$ cat src/rtl/mem_port_arbiter_pkg.sv
// Shared encodings for the unified instruction/data memory port: arbiter
// states and the funct3 access-size codes used by the memory and LSU logic.
package mem_port_arbiter_pkg;

    // Arbiter FSM state encodings
    localparam logic [2:0] ARB_IDLE   = 3'd0;
    localparam logic [2:0] ARB_BUSY_I = 3'd1;
    localparam logic [2:0] ARB_BUSY_D = 3'd2;
    localparam logic [2:0] ARB_ACK_I  = 3'd3;
    localparam logic [2:0] ARB_ACK_D  = 3'd4;

    // funct3 load/store size codes
    localparam logic [2:0] SIZE_B  = 3'b000;
    localparam logic [2:0] SIZE_H  = 3'b001;
    localparam logic [2:0] SIZE_W  = 3'b010;
    localparam logic [2:0] SIZE_BU = 3'b100;
    localparam logic [2:0] SIZE_HU = 3'b101;

    // IDLE and both ACK states are the cycles in which a new access may be issued.
    function automatic logic is_arb_state(input logic [2:0] s);
        return (s == ARB_IDLE) || (s == ARB_ACK_I) || (s == ARB_ACK_D);
    endfunction

endpackage

$ cat src/rtl/mem_port_arbiter.sv
// Arbiter sharing one single-ported unified memory between the IF stage and
// the MEM stage. Data requests win over fetches; each access occupies the
// memory for MEM_LAT cycles and completes with a one-cycle ack pulse.
//
// Handshake: a requester raises its request (if_req, or d_rd/d_wr) with
// stable address/data and holds it until it sees its ack for one cycle;
// read data is valid in the ack cycle and is held until the next completion
// on that port. Requests are only sampled in arbitration cycles (IDLE,
// ACK_I, ACK_D); in an ACK cycle the port just served is ignored.
module mem_port_arbiter
    import mem_port_arbiter_pkg::*;
#(
    parameter int ADDR_W  = 32,
    parameter int DATA_W  = 32,
    parameter int MEM_LAT = 2
) (
    input  logic              clk,
    input  logic              rst,
    input  logic              if_req,
    input  logic [ADDR_W-1:0] if_addr,
    output logic [DATA_W-1:0] if_rdata,
    output logic              if_ack,
    input  logic              d_rd,
    input  logic              d_wr,
    input  logic [ADDR_W-1:0] d_addr,
    input  logic [DATA_W-1:0] d_wdata,
    input  logic [2:0]        d_size,
    output logic [DATA_W-1:0] d_rdata,
    output logic              d_ack,
    output logic              mem_en,
    output logic              mem_we,
    output logic [ADDR_W-1:0] mem_addr,
    output logic [DATA_W-1:0] mem_wdata,
    output logic [2:0]        mem_size,
    input  logic [DATA_W-1:0] mem_rdata,
    output logic              stall_if,
    output logic              stall_mem,
    output logic [2:0]        dbg_state
);

    localparam int CNT_W = (MEM_LAT > 1) ? $clog2(MEM_LAT) : 1;
    localparam logic [CNT_W-1:0] CNT_INIT = CNT_W'(MEM_LAT - 1);
    localparam logic [CNT_W-1:0] CNT_ONE  = CNT_W'(1);

    logic [2:0]        state_q, state_d;
    logic [CNT_W-1:0]  cnt_q, cnt_d;
    logic              mem_en_q, mem_en_d;
    logic              mem_we_q, mem_we_d;
    logic [ADDR_W-1:0] mem_addr_q, mem_addr_d;
    logic [DATA_W-1:0] mem_wdata_q, mem_wdata_d;
    logic [2:0]        mem_size_q, mem_size_d;
    logic [DATA_W-1:0] if_rdata_q, if_rdata_d;
    logic [DATA_W-1:0] d_rdata_q, d_rdata_d;
    logic              if_ack_q, if_ack_d;
    logic              d_ack_q, d_ack_d;

    logic d_go;
    logic i_go;

    // Eligible requesters this cycle, with the just-acked port masked out
    always_comb begin
        d_go = (d_rd | d_wr) & (state_q != ARB_ACK_D);
        i_go = if_req & (state_q != ARB_ACK_I);
    end

    // Next-state logic: arbitration, issue, latency countdown and completion
    always_comb begin
        state_d     = state_q;
        cnt_d       = cnt_q;
        mem_en_d    = mem_en_q;
        mem_we_d    = mem_we_q;
        mem_addr_d  = mem_addr_q;
        mem_wdata_d = mem_wdata_q;
        mem_size_d  = mem_size_q;
        if_rdata_d  = if_rdata_q;
        d_rdata_d   = d_rdata_q;
        if_ack_d    = 1'b0;
        d_ack_d     = 1'b0;

        if (is_arb_state(state_q)) begin
            if (d_go) begin
                // d_rd and d_wr together resolve to a store
                state_d     = ARB_BUSY_D;
                cnt_d       = CNT_INIT;
                mem_en_d    = 1'b1;
                mem_we_d    = d_wr;
                mem_addr_d  = d_addr;
                mem_wdata_d = d_wdata;
                mem_size_d  = d_size;
            end else if (i_go) begin
                state_d     = ARB_BUSY_I;
                cnt_d       = CNT_INIT;
                mem_en_d    = 1'b1;
                mem_we_d    = 1'b0;
                mem_addr_d  = if_addr;
                mem_wdata_d = d_wdata;
                mem_size_d  = SIZE_W;
            end else begin
                state_d  = ARB_IDLE;
                mem_en_d = 1'b0;
                mem_we_d = 1'b0;
            end
        end else if ((state_q == ARB_BUSY_I) || (state_q == ARB_BUSY_D)) begin
            if (cnt_q == '0) begin
                mem_we_d = 1'b0;
                // mem_en stays up through the ACK cycle when the other port is
                // waiting: it is held until acked, so it wins that cycle's
                // arbitration and the enable is continuous across the handover.
                if (state_q == ARB_BUSY_I) begin
                    if_rdata_d = mem_rdata;
                    if_ack_d   = 1'b1;
                    state_d    = ARB_ACK_I;
                    mem_en_d   = d_rd | d_wr;
                end else begin
                    if (!mem_we_q) begin
                        d_rdata_d = mem_rdata;
                    end
                    d_ack_d  = 1'b1;
                    state_d  = ARB_ACK_D;
                    mem_en_d = if_req;
                end
            end else begin
                cnt_d = cnt_q - CNT_ONE;
            end
        end else begin
            state_d  = ARB_IDLE;
            mem_en_d = 1'b0;
            mem_we_d = 1'b0;
        end
    end

    // State and output registers; reset abandons any in-flight access
    always_ff @(posedge clk or negedge rst) begin
        if (!rst) begin
            state_q     <= ARB_IDLE;
            cnt_q       <= '0;
            mem_en_q    <= 1'b0;
            mem_we_q    <= 1'b0;
            mem_addr_q  <= '0;
            mem_wdata_q <= '0;
            mem_size_q  <= '0;
            if_rdata_q  <= '0;
            d_rdata_q   <= '0;
            if_ack_q    <= 1'b0;
            d_ack_q     <= 1'b0;
        end else begin
            state_q     <= state_d;
            cnt_q       <= cnt_d;
            mem_en_q    <= mem_en_d;
            mem_we_q    <= mem_we_d;
            mem_addr_q  <= mem_addr_d;
            mem_wdata_q <= mem_wdata_d;
            mem_size_q  <= mem_size_d;
            if_rdata_q  <= if_rdata_d;
            d_rdata_q   <= d_rdata_d;
            if_ack_q    <= if_ack_d;
            d_ack_q     <= d_ack_d;
        end
    end

    // Output mapping and pipeline stall generation
    always_comb begin
        mem_en    = mem_en_q;
        mem_we    = mem_we_q;
        mem_addr  = mem_addr_q;
        mem_wdata = mem_wdata_q;
        mem_size  = mem_size_q;
        if_rdata  = if_rdata_q;
        d_rdata   = d_rdata_q;
        if_ack    = if_ack_q;
        d_ack     = d_ack_q;
        stall_if  = if_req & ~if_ack_q;
        stall_mem = (d_rd | d_wr) & ~d_ack_q;
        dbg_state = state_q;
    end

endmodule
$ cat config.mk
export PLATFORM = sky130hd
export DESIGN_NAME = mem_port_arbiter
export DESIGN_NICKNAME = d
export VERILOG_FILES = /design/src/rtl/mem_port_arbiter_pkg.sv /design/src/rtl/mem_port_arbiter.sv
export SDC_FILE = /design/constraint.sdc
export NUM_CORES = 1
export LEC_CHECK = 0
export ABC_AREA = 1
export CORE_UTILIZATION = 41
export CTS_CLUSTER_DIAMETER = 120
export DETAILED_ROUTE_END_ITERATION = 6
export PLACE_DENSITY = 0.81
export SYNTH_ARGS = -nofsm -noshare
export SYNTH_HDL_FRONTEND = slang
export SYNTH_SLANG_ARGS = --single-unit
export TNS_END_PERCENT = 10
$ cat constraint.sdc
create_clock -name clk -period 1.9 [get_ports clk]
set_input_delay 0.38 -clock clk [delete_from_list [all_inputs] [get_ports clk]]
set_output_delay 0.38 -clock clk [all_outputs]
set_load 0.1 [all_outputs]
==> impl_metrics.json, run 1 <==
{
  "startpoint_type": "primary input",
  "crit_arrival_ns": 1.35,
  "grt_util_all_layers": 0.244,
  "ff2ff_setup_slack_ns": 0.26,
  "slew_headroom": 0.668,
  "finalCritPeriodShare": 0.912,
  "die_w_um": 120,
  "synth_common_cells": "nand2_1, dfrtp_1, o21ai_0, inv_1, buf_2",
  "row_count": 42,
  "post_cts_buffers": 0,
  "yosysMostFrequentCell": "nand2_1",
  "drive_gt1_frac": 0.209,
  "cts_buffer_depth": 2,
  "cp.required_ns": 1.52,
  "numPortBuffers": 275,
  "grt_pass1_vias": 5342,
  "totalWireLength_um": 16500,
  "ant_nets": 0,
  "fillers": 1030,
  "r2r_start": "dbg_state[1]",
  "cp-end-kind": "primary output",
  "ys_seq_elements": 139,
  "antennaDiodeCount": 0,
  "post_drt_wl_per_cell_um": 14.5,
  "cts-htree-levels": 4,
  "antenna_found_initial": 0,
  "cap_violations": 0,
  "finClkSkew_ns": 0.00747,
  "hold_path_class": "reg -> reg",
  "io_pins": 276,
  "synth_area_leader_cell": "dfrtp_1",
  "status": "completed",
  "async_reset_ff_frac": 1.00,
  "maxSlewViolCount": 0,
  "hold_path_depth": 2,
  "die_h_um": 120,
  "yosys_warnings": 0,
  "drtIter0Drc": 275,
  "whs_endpoint": "mem_size[2]",
  "ys_seq_area_frac": 0.613,
  "synth_area_um2": 5670,
  "hold_viol": 0,
  "timing.rr.end": "mem_wdata[15]",
  "post_synth.cell_area_avg_um2": 8.41,
  "cts_sinks": 139,
  "drt-vias-per-instance": 4.71,
  "start_util": 0.425,
  "dp_hpwl_um": 12100,
  "cts_root_buffer": "clkbuf_16",
  "vias": 5364,
  "max_freq_mhz": 577,
  "rsz0062_at_grt": "false",
  "reg2regPathDepth": 7,
  "die-area_um2": 14300,
  "cts_tree": "done",
  "core_region_area_um2": 13300,
  "overflow": 0,
  "worst_slew_pin_slew_ns": 0.498,
  "final-setup-viol-count": 0,
  "fin_crit_ns": 1.73,
  "drc": 0,
  "netlist_instances": 674,
  "clk_pin_slew_ns": 0.05,
  "gp_congestion": 0.794,
  "synth_top_area_share": 0.613,
  "synthesis.nets": 810,
  "fin_nets": 1088,
  "path_class": "in -> out",
  "grt_max_degree": 65,
  "dr.pass1.iters": 4,
  "grt_first_pass_wirelength_um": 26900,
  "dominantRegCellSynth": "dfrtp_1",
  "synth_area_leaders": "dfrtp_1, nand2_1, o21ai_0",
  "worstPathMaxFanout": 3,
  "synth-edff-count": 0,
  "worstSkewPairLatency_ns": 0.42,
  "final_util": 0.703,
  "hp-start": "mem_size[2]",
  "cts_buffers": 17,
  "syn2layout_area_growth_pct": 65.4,
  "ys_types": 17
}
[registers in the layout, indices dropped and copies added (netlist names)]
signal / count
d_ack: 1
mem_en: 1
mem_wdata: 32
if_rdata: 32
dbg_state: 3
mem_we: 1
mem_addr: 32
mem_size: 3
if_ack: 1
d_rdata: 32
cnt_q: 1
[cells in the final DEF, fill, tap and decap left out, drive strengths merged]
master         instances
o31ai                  1
clkinv                 4
buf                  156
clkdlybuf4s50        134
nand2                373
inv                   43
dlygate4sd3            1
dfrtp                139
clkinvlp               5
nor2                   8
clkbuf                20
a21oi                  1
o21ai                 68
nand3                 10
bufinv                 1
[worst max-delay path by stage]
stage / from / to / slack (ns) / cells after the start
6_report: d_wr / stall_mem / 0.17 / 5
5_1_grt: dbg_state[1] / mem_wdata[15] / 0.09 / 7
4_1_cts: dbg_state[1] / mem_wdata[15] / 0.11 / 7
3_5_place_dp: d_wr / mem_wdata[15] / -0.07 / 9
3_3_place_gp: d_wr / mem_wdata[4] / -0.008 / 9
2_1_floorplan: if_ack / stall_if / 0.13 / 1
[what timing repair did]
item,CTS,global route
hold buffers,1,0
resized for setup,0,1
hold endpoints to repair,44,0
endpoints found under the setup margin,0,12
[critical path: stages]
cell and delay, ns:
clkdlybuf4s50_1 0.49, nor2_2 0.05, buf_4 0.15, nor2_4 0.10
buf_12 0.18
[area by class of cell]
cell class              count  area (um^2)  share of cell area
multi-input cells         461         1870               0.200
flip-flops and latches    139         3480               0.371
well taps                 176          220              0.0235
inverters                  42          163              0.0173
repair buffers            291         3090               0.329
clock inverters            11         96.3              0.0103
clock buffers              20          457              0.0487
[cells by family after synthesis]
kind of cell	count (synthesis)	synth area share
buffers and inverters	74	0.0602
flip-flops	139	0.613
AND/OR/NAND/NOR	391	0.264
AO/OA/AOI/OAI	70	0.0629
[layer usage]
| layer | wire [um] | global-route usage |
|---|---|---|
| met1 | 6500 | 0.280 |
| met4 | 476 | 0.109 |
| met3 | 1480 | 0.0798 |
| met5 | 0 | 0 |
| met2 | 8080 | 0.413 |
[per-stage QoR]
stage / setup TNS [ns] / hold WS (ns) / area (um^2) / setup slack, ns / std cells
global route: 0 / 0.494 / 9380 / 0.0859 / 1140
finish: 0 / 0.473 / 9380 / 0.167 / 1140
floorplan: 0 / 0.0844 / 5690 / 0.125 / 674
global placement: -0.0270 / 0.367 / 8810 / -0.00752 / 1108
detailed placement: -1.01 / 0.370 / 8810 / -0.0745 / 1108
CTS: 0 / 0.473 / 9380 / 0.112 / 1140
Power of run 1 is left out: the tool's default activity adds up to more than one toggle a clock period on the data nets, which glitch-free logic cannot reach.
==> run 2, diff against run 1 <==
Settings changed: ABC_CLOCK_PERIOD_IN_PS from default to 1900.
==> results of run 2 <==
Final layout, timing and power as in run 1 (identical DEF).
Power of run 2 is left out for the same reason.
==> run 3, diff against run 2 <==
Settings changed: SLEW_MARGIN from default to 5.
==> results of run 3 <==
Final layout, timing and power as in run 1 (identical DEF).
Power of run 3 is left out for the same reason.
